**config.mk**
```make
export PLATFORM = sky130hd
export DESIGN_NAME = keypad_scanner
export DESIGN_NICKNAME = d
export VERILOG_FILES = /design/src/rtl/keypad_scanner.sv
export SDC_FILE = /design/constraint.sdc
export NUM_CORES = 1
export LEC_CHECK = 0
export CORE_MARGIN = 8
export CORE_UTILIZATION = 65
export CTS_CLUSTER_SIZE = 30
export DETAILED_ROUTE_END_ITERATION = 6
export GPL_ROUTABILITY_DRIVEN = 0
export GPL_TIMING_DRIVEN = 1
export HOLD_SLACK_MARGIN = 0.15
export PLACE_DENSITY = 0.89
export SLEW_MARGIN = 20
export SYNTH_ARGS = -nofsm -noshare
export SYNTH_HDL_FRONTEND = slang
export SYNTH_SLANG_ARGS = --single-unit
export TNS_END_PERCENT = 5
```
**constraint.sdc**
```tcl
create_clock -name clk -period 24.9 [get_ports clk]
set_input_delay 7.47 -clock clk [delete_from_list [all_inputs] [get_ports clk]]
set_output_delay 7.47 -clock clk [all_outputs]
set_load 0.02 [all_outputs]
```
**src/rtl/keypad_scanner.sv**
```systemverilog
// 4x4 matrix keypad scanner: strobes active-low columns, samples synchronised rows,
// and debounces whole scan frames into one key_valid pulse per accepted press.
module keypad_scanner #(
  parameter int unsigned SCAN_DIV = 1000,
  parameter int unsigned DEBOUNCE = 4
) (
  input  logic       clk,
  input  logic       reset,
  output logic [3:0] col,
  input  logic [3:0] row,
  output logic [3:0] key_code,
  output logic       key_valid,
  output logic       key_held
);

  localparam int unsigned SLOT_W    = $clog2(SCAN_DIV);
  localparam logic [SLOT_W-1:0] SLOT_LAST = SLOT_W'(SCAN_DIV - 1);
  localparam logic [3:0]  DEB       = 4'(DEBOUNCE);

  typedef enum logic [1:0] {
    S_IDLE,
    S_CONFIRM,
    S_HELD,
    S_RELEASE
  } state_e;

  logic [3:0]        rs1_q, rs2_q;
  logic [SLOT_W-1:0] slot_q, slot_d;
  logic [1:0]        idx_q, idx_d;
  logic [3:0]        col_q, col_d;
  logic [15:0]       frame_q, frame_c;
  logic              sample_c, frame_end_c;
  logic [4:0]        n_keys_c;
  logic [3:0]        hit_key_c;
  logic              single_c, empty_c;

  state_e            state_q, state_d;
  logic [3:0]        cnt_q, cnt_d, cnt_inc_c;
  logic [3:0]        cand_q, cand_d;
  logic [3:0]        key_code_q, key_code_d;
  logic              key_valid_q, key_valid_d;
  logic              key_held_q, key_held_d;

  // Legend lookup indexed by (row, column), index 0 = topmost/leftmost.
  function automatic logic [3:0] key_lut(input logic [1:0] r, input logic [1:0] c);
    case ({r, c})
      4'b0000: key_lut = 4'h1;
      4'b0001: key_lut = 4'h2;
      4'b0010: key_lut = 4'h3;
      4'b0011: key_lut = 4'hA;
      4'b0100: key_lut = 4'h4;
      4'b0101: key_lut = 4'h5;
      4'b0110: key_lut = 4'h6;
      4'b0111: key_lut = 4'hB;
      4'b1000: key_lut = 4'h7;
      4'b1001: key_lut = 4'h8;
      4'b1010: key_lut = 4'h9;
      4'b1011: key_lut = 4'hC;
      4'b1100: key_lut = 4'h0;
      4'b1101: key_lut = 4'hF;
      4'b1110: key_lut = 4'hE;
      default: key_lut = 4'hD;
    endcase
  endfunction

  // Two-flop synchroniser; idle rows read as all ones.
  always_ff @(posedge clk or posedge reset) begin
    if (reset) begin
      rs1_q <= 4'hF;
      rs2_q <= 4'hF;
    end else begin
      rs1_q <= row;
      rs2_q <= rs1_q;
    end
  end

  assign sample_c    = (slot_q == SLOT_LAST);
  assign frame_end_c = sample_c && (idx_q == 2'd3);

  always_comb begin
    slot_d = sample_c ? '0 : slot_q + SLOT_W'(1);
    idx_d  = sample_c ? idx_q + 2'd1 : idx_q;
    col_d  = ~(4'b0001 << idx_d);
  end

  // Frame snapshot: bits [4c+3:4c] hold the active-low rows seen on column c.
  always_ff @(posedge clk or posedge reset) begin
    if (reset) begin
      slot_q  <= '0;
      idx_q   <= 2'd0;
      col_q   <= 4'b1110;
      frame_q <= 16'hFFFF;
    end else begin
      slot_q <= slot_d;
      idx_q  <= idx_d;
      col_q  <= col_d;
      if (sample_c) begin
        frame_q[{idx_q, 2'b00} +: 4] <= rs2_q;
      end
    end
  end

  // The column being sampled this cycle is merged in so frame end sees the full frame.
  always_comb begin
    frame_c = frame_q;
    frame_c[{idx_q, 2'b00} +: 4] = rs2_q;
  end

  always_comb begin
    n_keys_c  = 5'd0;
    hit_key_c = 4'h0;
    for (int i = 0; i < 16; i++) begin
      if (!frame_c[i]) begin
        n_keys_c  = n_keys_c + 5'd1;
        hit_key_c = key_lut(2'(i % 4), 2'(i / 4));
      end
    end
  end

  assign single_c  = (n_keys_c == 5'd1);
  assign empty_c   = (n_keys_c == 5'd0);
  assign cnt_inc_c = cnt_q + 4'd1;

  always_ff @(posedge clk or posedge reset) begin
    if (reset) begin
      state_q     <= S_IDLE;
      cnt_q       <= 4'd0;
      cand_q      <= 4'd0;
      key_code_q  <= 4'd0;
      key_valid_q <= 1'b0;
      key_held_q  <= 1'b0;
    end else begin
      state_q     <= state_d;
      cnt_q       <= cnt_d;
      cand_q      <= cand_d;
      key_code_q  <= key_code_d;
      key_valid_q <= key_valid_d;
      key_held_q  <= key_held_d;
    end
  end

  // Debounce FSM advances only on frame end; a held key never re-triggers.
  always_comb begin
    state_d     = state_q;
    cnt_d       = cnt_q;
    cand_d      = cand_q;
    key_code_d  = key_code_q;
    key_valid_d = 1'b0;
    if (frame_end_c) begin
      case (state_q)
        S_IDLE: begin
          if (single_c) begin
            if (DEB == 4'd1) begin
              state_d     = S_HELD;
              key_code_d  = hit_key_c;
              key_valid_d = 1'b1;
            end else begin
              state_d = S_CONFIRM;
            end
            cnt_d  = 4'd1;
            cand_d = hit_key_c;
          end
        end
        S_CONFIRM: begin
          if (single_c && (hit_key_c == cand_q)) begin
            cnt_d = cnt_inc_c;
            if (cnt_inc_c == DEB) begin
              state_d     = S_HELD;
              key_code_d  = cand_q;
              key_valid_d = 1'b1;
            end
          end else if (single_c) begin
            cand_d = hit_key_c;
            cnt_d  = 4'd1;
          end else begin
            state_d = S_IDLE;
          end
        end
        S_HELD: begin
          if (empty_c) begin
            state_d = (DEB == 4'd1) ? S_IDLE : S_RELEASE;
            cnt_d   = 4'd1;
          end
        end
        S_RELEASE: begin
          if (empty_c) begin
            cnt_d = cnt_inc_c;
            if (cnt_inc_c == DEB) begin
              state_d = S_IDLE;
            end
          end else begin
            state_d = S_HELD;
          end
        end
        default: state_d = S_IDLE;
      endcase
    end
    key_held_d = (state_d == S_HELD) || (state_d == S_RELEASE);
  end

  assign col       = col_q;
  assign key_code  = key_code_q;
  assign key_valid = key_valid_q;
  assign key_held  = key_held_q;

endmodule

```
; ---- Word-level counts from Yosys, hierarchy flattened
; Cells that the tools add are included.
[word_totals]
ff_bits = 56
latchBits = 0
ramBits = 0
mem_bits_ro = 0
input_bits = 6
mem_count = 0
[classes]
addsub = 19
n_mul = 0
n_div = 0
n_lt_le_gt_ge = 0
n_eq_ne = 13
shift = 3
n_mux = 56
bitwise_logic = 1
n_reduce_logical = 9
[op_table]
columns = op, count
row1 = $mux W4, 21
row2 = $add A5 B1 Y5 const B, 15
row3 = $mux W5, 15
row4 = $mux W2, 9
row5 = $bwmux W16, 1
row6 = $pmux W4 S4, 1
row7 = $shift A4 B6 Y16 const A, 1
row8 = $shiftx A4 B6 Y16, 1
row9 = $add A10 B1 Y10 const B, 1
row10 = $eq A10 B10 Y1 const B, 1
row11 = $eq A2 B2 Y1 const B, 5
row12 = $mux W10, 1
row13 = $pmux W2 S4, 1
row14 = $pmux W4 S2, 1
row15 = $mux W1, 6
row16 = $ne A2 B2 Y1 const B, 3
row17 = $neg A4 Y6, 1
row18 = $reduce_and A3 Y1, 2
row19 = $eq A5 B1 Y1 const B, 1
row20 = $logic_not A5 Y1, 1
row21 = $add A4 B1 Y4 const B, 1
row22 = $eq A4 B3 Y1 const B, 1
row23 = $eq A4 B4 Y1, 1
row24 = $not A4 Y4, 1
row25 = other kinds (8), 9

; ---- Longest topological paths before layout
[logic_depth]
ltp_word = 41
ltp_mapped = 51

; ---- Least setup slack after synthesis
; No wires, ideal clock.
[synth_path]
path_kind = flip-flop to flip-flop
startpoint = register idx_q[0]
endpoint = register cnt_q[3]
arrival_time_ns = 9.759
required_time_ns = 24.779
path_slack_ns = 15.020
path_stages_with_launch = 51
path_buffers = 2
period_less_slack_ns = 9.880
cell_sequence = dfrtp_1 > buf_6 > inv_1 > ha_1 > buf_6 > nor2b_1 > a31oi_1 > inv_1 > ha_1 > inv_1 > a32oi_1 > a221o_4 > ha_1 > a311oi_1 > nor2_1 > ha_1 > nand2_1 > o31ai_1 > [15 not listed] > inv_1 > a21oi_1 > o31a_1 > ha_1 > nand2b_1 > o221a_2 > ha_1 > mux2_2 > ha_1 > mux2_2 > ha_1 > xor2_1 > a32oi_1 > nor2_1 > nand4_1 > mux2i_2 > nand2_1 > a22o_1
[synth_via]
elab_cells_between_ends = 63
cone_classes = add/sub: 16 / eq/ne: 5 / shift: 2 / mux: 36 / reduce/logical: 4
[synth_rtl]
columns = element, line
row1 = start: declaration, 29  ; logic [1:0] idx_q, idx_d;
row2 = start signal: assignment, 95  ; idx_q <= idx_d;
row3 = $neg A4 Y6 (*), 106  ; frame_c[{idx_q, 2'b00} +: 4] = rs2_q;
row4 = $shiftx A4 B6 Y16 or $shift A4 B6 Y16 (tied branches), 106
row5 = $bwmux W16 (*), 106
row6 = named net frame_c[1], 31  ; logic [15:0] frame_q, frame_c;
row7 = $mux W5, 113  ; if (!frame_c[i]) begin
row8 = $add A5 B1 Y5, 114  ; n_keys_c = n_keys_c + 5'd1;
row9 = $mux W5, 113
row10 = $add A5 B1 Y5, 114
row11 = [21 not listed], -
row12 = $add A5 B1 Y5, 114
row13 = $mux W5, 113
row14 = $add A5 B1 Y5, 114
row15 = $mux W5, 113
row16 = $eq A5 B1 Y1, 120  ; assign single_c = (n_keys_c == 5'd1);
row17 = $mux W4 or $logic_and A1 B1 Y1 (tied branches), -
row18 = $mux W4, 165  ; if (single_c && (hit_key_c == cand_q)) begin
row19 = $pmux W4 S4, 150  ; case (state_q)
row20 = end signal: assignment, 134  ; cnt_q <= cnt_d;
row21 = end: declaration, 38  ; logic [3:0] cnt_q, cnt_d, cnt_inc_c;
; The timed path passes the listed nets; every way through them passes the cells marked *.
; A chain may end at the register's enable or synchronous reset.

; ---- Worst setup path after layout
; Same ends and word-level chain as after synthesis.

==> results by stage <==
Synth:
- The compound-cell area share of the yosys netlist is 19.5%.
- Summing every instance area after synthesis gives 4480 sq um.
- The share of Yosys cell area claimed by the top area cell type is 16.2%.
- The portion of netlist area occupied by mux cells is 3.66%.
- Sorting the synthesized cells by area gives the leading types as dfrtp_1 16%, dfstp_2 16%, ha_1 6.1%.
- The combinational family with the most area after synthesis is simple AND/OR/NAND/NOR gates.
- Counting every net in the synthesized netlist gives 526.
- The main flop type after synthesis is dfrtp_1.
- In this run, synthesis produced a sequential element count of 56.
- Sequential cells were found to cover 32.0% of the synthesized design area.
- The async set-reset flop share out of synthesis is 100%.
- Summed over all instances, the cell type with the most area after synthesis is dfrtp_1.
- The area share of xor/xnor cells in the synthesized design is 12.5%.
- The count of flip-flops with a built-in enable after synthesis is 0.
- The Yosys step of the flow raised 0 warnings.
- The basic-gate share of the synthesized area counting and, or, nand and nor cells is 22.3%.
- The cell count after synthesis came out at 498.
- The number of different library cells used by synthesis comes to 82.
- A synthesized cell averages 8.99 sq um.
- The synthesized netlist devotes 6.15% of its cell area to adder and majority cells.

Drt:
- The count of nets left with antenna violations after detail routing is 0.
- In the routed design, unresolved DRC markers number 0.
- The total number of vias is 3728.
- In the final routed layout, each cell accounts on average for 16.0 um.
- In this run, the number of DRC markers left after iteration 0 of detailed routing was 224.
- The via density per instance is 6.35.
- The routed wire length is 9400 um.
- The iteration count of the initial detailed-routing pass is 4.

Flow run:
- The max-capacitance violation count is 0.

STA:
- The hold violation count in the final report is 0.
- Based on the critical path, the design can be clocked at up to 90.1 MHz.
- The number of setup violations in the final report is 0.
- The final critical path takes up 44.6% of the cycle.
- After layout, the minimum clock period comes to 11.10 ns.
- The hold slack is 0.362 ns.
- Setup repair after global routing left no endpoint under its margin.
- For the pin with the worst max-slew slack, the measured transition is 0.936 ns.
- The number of max-slew violations in the final report is 0.
- Between clock sinks in the finished design, the worst skew comes to 0.00294 ns.
- The accumulated negative setup slack is 0 ns.
- The worst pin sits at a relative slew slack of 37.3%.

Final layout:
- The post-route netlist has 14.8% of its cells at a drive strength greater than 1.
- The final cell utilization of the core is 71.0%.
- The filler cell count in the final layout is 455.
- The cell area after layout is 4770 sq um.
- 0 antenna diodes ended up in the layout.
- Compared with the post-synthesis result, the final layout area differs by 6.54%.
- The final net count is 534.

CTS:
- The count of buffers added by post-CTS timing repair for setup is 0.
- At the later pin of the worst-skew pair, clock insertion delay measures 0.31 ns.
- The sink count of the clock tree is 56.
- The cell sitting at the root of the clock tree is a clkbuf_8.
- Clock-pin slew was measured on the worst setup and hold paths at 0.11 ns.
- The number of buffers created by CTS is 5.
- TritonCTS built the clock tree.
- The post-CTS resize count is 0.
- The clock tree synthesis step divided the H-tree into 2 levels.
- The number of hold buffers added after CTS was 0.
- The maximum number of buffers from clock root to sink is 2.

Global routing:
- The number of global-route vias before repair is 3621.
- The total congestion overflow after global routing is 0.
- The global-route met1 utilization is 24.4%.
- The maximum number of pins on one net before global-route repair is 57.
- The met2 global-route usage is 34.0%.
- The number of antenna violations at the first check in global routing is 0.
- The first global-routing pass estimated 16300 um of wire.
- Global routing used 19.6% of the available tracks.
- The global routing stage identified its most utilized layer as met2.
- Global routing used 2.11% of the available met3 tracks.

Critical path:
- The category of the worst setup path capture point is a flop.
- The setup slack of the most critical reg-to-reg path is 13.80 ns.
- At the worst endpoint, the required time is 25.11 ns.
- The class of the most critical setup path is flop to flop.
- The maximum net fanout on the critical path is 17.
- The kind of launch point of the worst setup path is a flop.
- The library cell contributing the largest single delay on the critical path is dfrtp_1.
- The arrival time of the worst setup path is 11.32 ns.
- The cell with the most instances on the worst path is ha_1.
- On the worst path, the slowest cell contributes a delay of 0.50 ns.

Power and ir drop:
- Power spread over the standard cell area amounts to 93.2 nW/um^2.
- The analysis attributes to cell leakage a power of 1.98 nW.
- IR analysis of the VDD net gives a maximum drop of 0.0000887 V.

Die:
- The initial core utilization is 66.7%.
- The horizontal extent of the die is 99.0 um.
- The row count is 30.
- The height of the chip is 99.0 um.
- After floorplanning, the core was sized to cover 6720 sq um.
- The die area is 9800 sq um.
- 16 I/O pins were placed.

Placement:
- The HPWL after detailed placement is 7050 um.
- The placed instances occupy a cell area of 4670 sq um.
- The port buffer count is 15.

Worst hold path:
- The min-delay analysis places its worst path in the category flop to flop.

Outcome:
- The flow ran to the end, and the final reports show no timing, DRC or antenna violations.
[final timing paths]
path	from	endpoint	cells after the start
max	idx_q[0]	cnt_q[3]	49
min	rs1_q[0]	rs2_q[0]	0
max reg2reg	idx_q[0]	cnt_q[3]	49
min reg2reg	rs1_q[0]	rs2_q[0]	0
max in group asynchronous	reset	idx_q[0]	2
min in group asynchronous	reset	key_code[3]	2
[power breakdown]
group          switching [mW]  internal [mW]  total (mW)
Clock                  0.0326         0.0212      0.0538
Sequential           0.000393         0.0923      0.0927
Combinational           0.169          0.130       0.298
[critical path, delay by kind of cell (launching register included)]
family	cells	cell delay [ns]
mux	3	0.94
buf+inv	3	0.29
compound gates	13	2.76
fa+ha+maj	15	4.59
flops	1	0.50
xor+xnor	2	0.32
simple gates	13	1.59
[registers in the layout, summed over array words and instances, names as in the netlist, 4 cells and up]
signal    count
col           4
slot_q       10
rs1_q         4
cnt_q         4
key_code      4
rs2_q         4
frame_q      16
cand_q        4
[routing by layer]
layer	wire (um)	vias up
li1	-	1819
met1	4260	1826
met2	4720	71
met3	287	12
met4	126	0
met5	0	-
[cell families after synthesis]
family	after synthesis
compound gates	123
xor+xnor	53
fa+ha+maj	22
buf+inv	39
flops	56
mux	15
simple gates	190
[synth_stat cells (5+ instances only)]
cell type,instances
ha_1,22
nand3_1,21
clkbuf_1,9
and3_1,6
a21oi_1,30
inv_1,20
nand2_1,36
nor2_1,51
nand2b_1,5
a31oi_1,15
xnor2_1,29
nor2b_1,23
o21ai_0,20
and2_1,5
xor2_1,16
dfstp_2,27
dfrtp_1,29
nor3_1,10
mux2_2,6
mux2i_1,6
[layout by cell type (no fill, tap or decap), types with 3 or more instances in the layout]
cell type        Yosys  final
a21boi_0             3      3
a21oi_1             30     30
a22o_1               3      3
a311oi_1             4      4
a31o_2               4      4
a31oi_1             15     15
a31oi_2              3      3
and2_1               5      5
and3_1               6      6
and4_1               3      3
buf_4                0      3
clkbuf_8             0      5
clkdlybuf4s50_1      0     15
dfrtp_1             29     29
dfstp_2             27     27
ha_1                22     22
inv_1               20     19
mux2_2               6      6
mux2i_1              6      6
nand2_1             36     36
nand2b_1             5      5
nand3_1             21     21
nand4_1              4      4
nor2_1              51     51
nor2b_1             23     23
nor3_1              10     10
nor4b_1              3      3
o211a_1              3      3
o211ai_1             4      4
o21a_1               4      4
o21ai_0             20     20
o22ai_1              3      3
o31ai_1              3      3
or3_1                3      3
xnor2_1             29     29
xnor3_2              3      3
xor2_1              16     16
[metrics by stage]
| stage | power, mW | setup slack (ns) | std cells |
|---|---|---|---|
| finish | 0.445 | 13.80 | 587 |
| global placement | 0.375 | 14.53 | 579 |
| global route | 0.481 | 12.90 | 587 |
| floorplan | 0.342 | 15.02 | 498 |
| CTS | 0.442 | 13.85 | 587 |
| detailed placement | 0.389 | 13.89 | 579 |
[area by class of cell]
class / instances / area (sq um) / share of cell area [%]
flip-flops and latches: 56 / 1440 / 30.1
repair buffers: 18 / 173 / 3.62
clock buffers: 5 / 68.8 / 1.44
well taps: 80 / 100 / 2.10
inverters: 22 / 83.8 / 1.76
multi-input cells: 403 / 2880 / 60.3
clock inverters: 3 / 33.8 / 0.708
(Power assumes the default switching activity.)
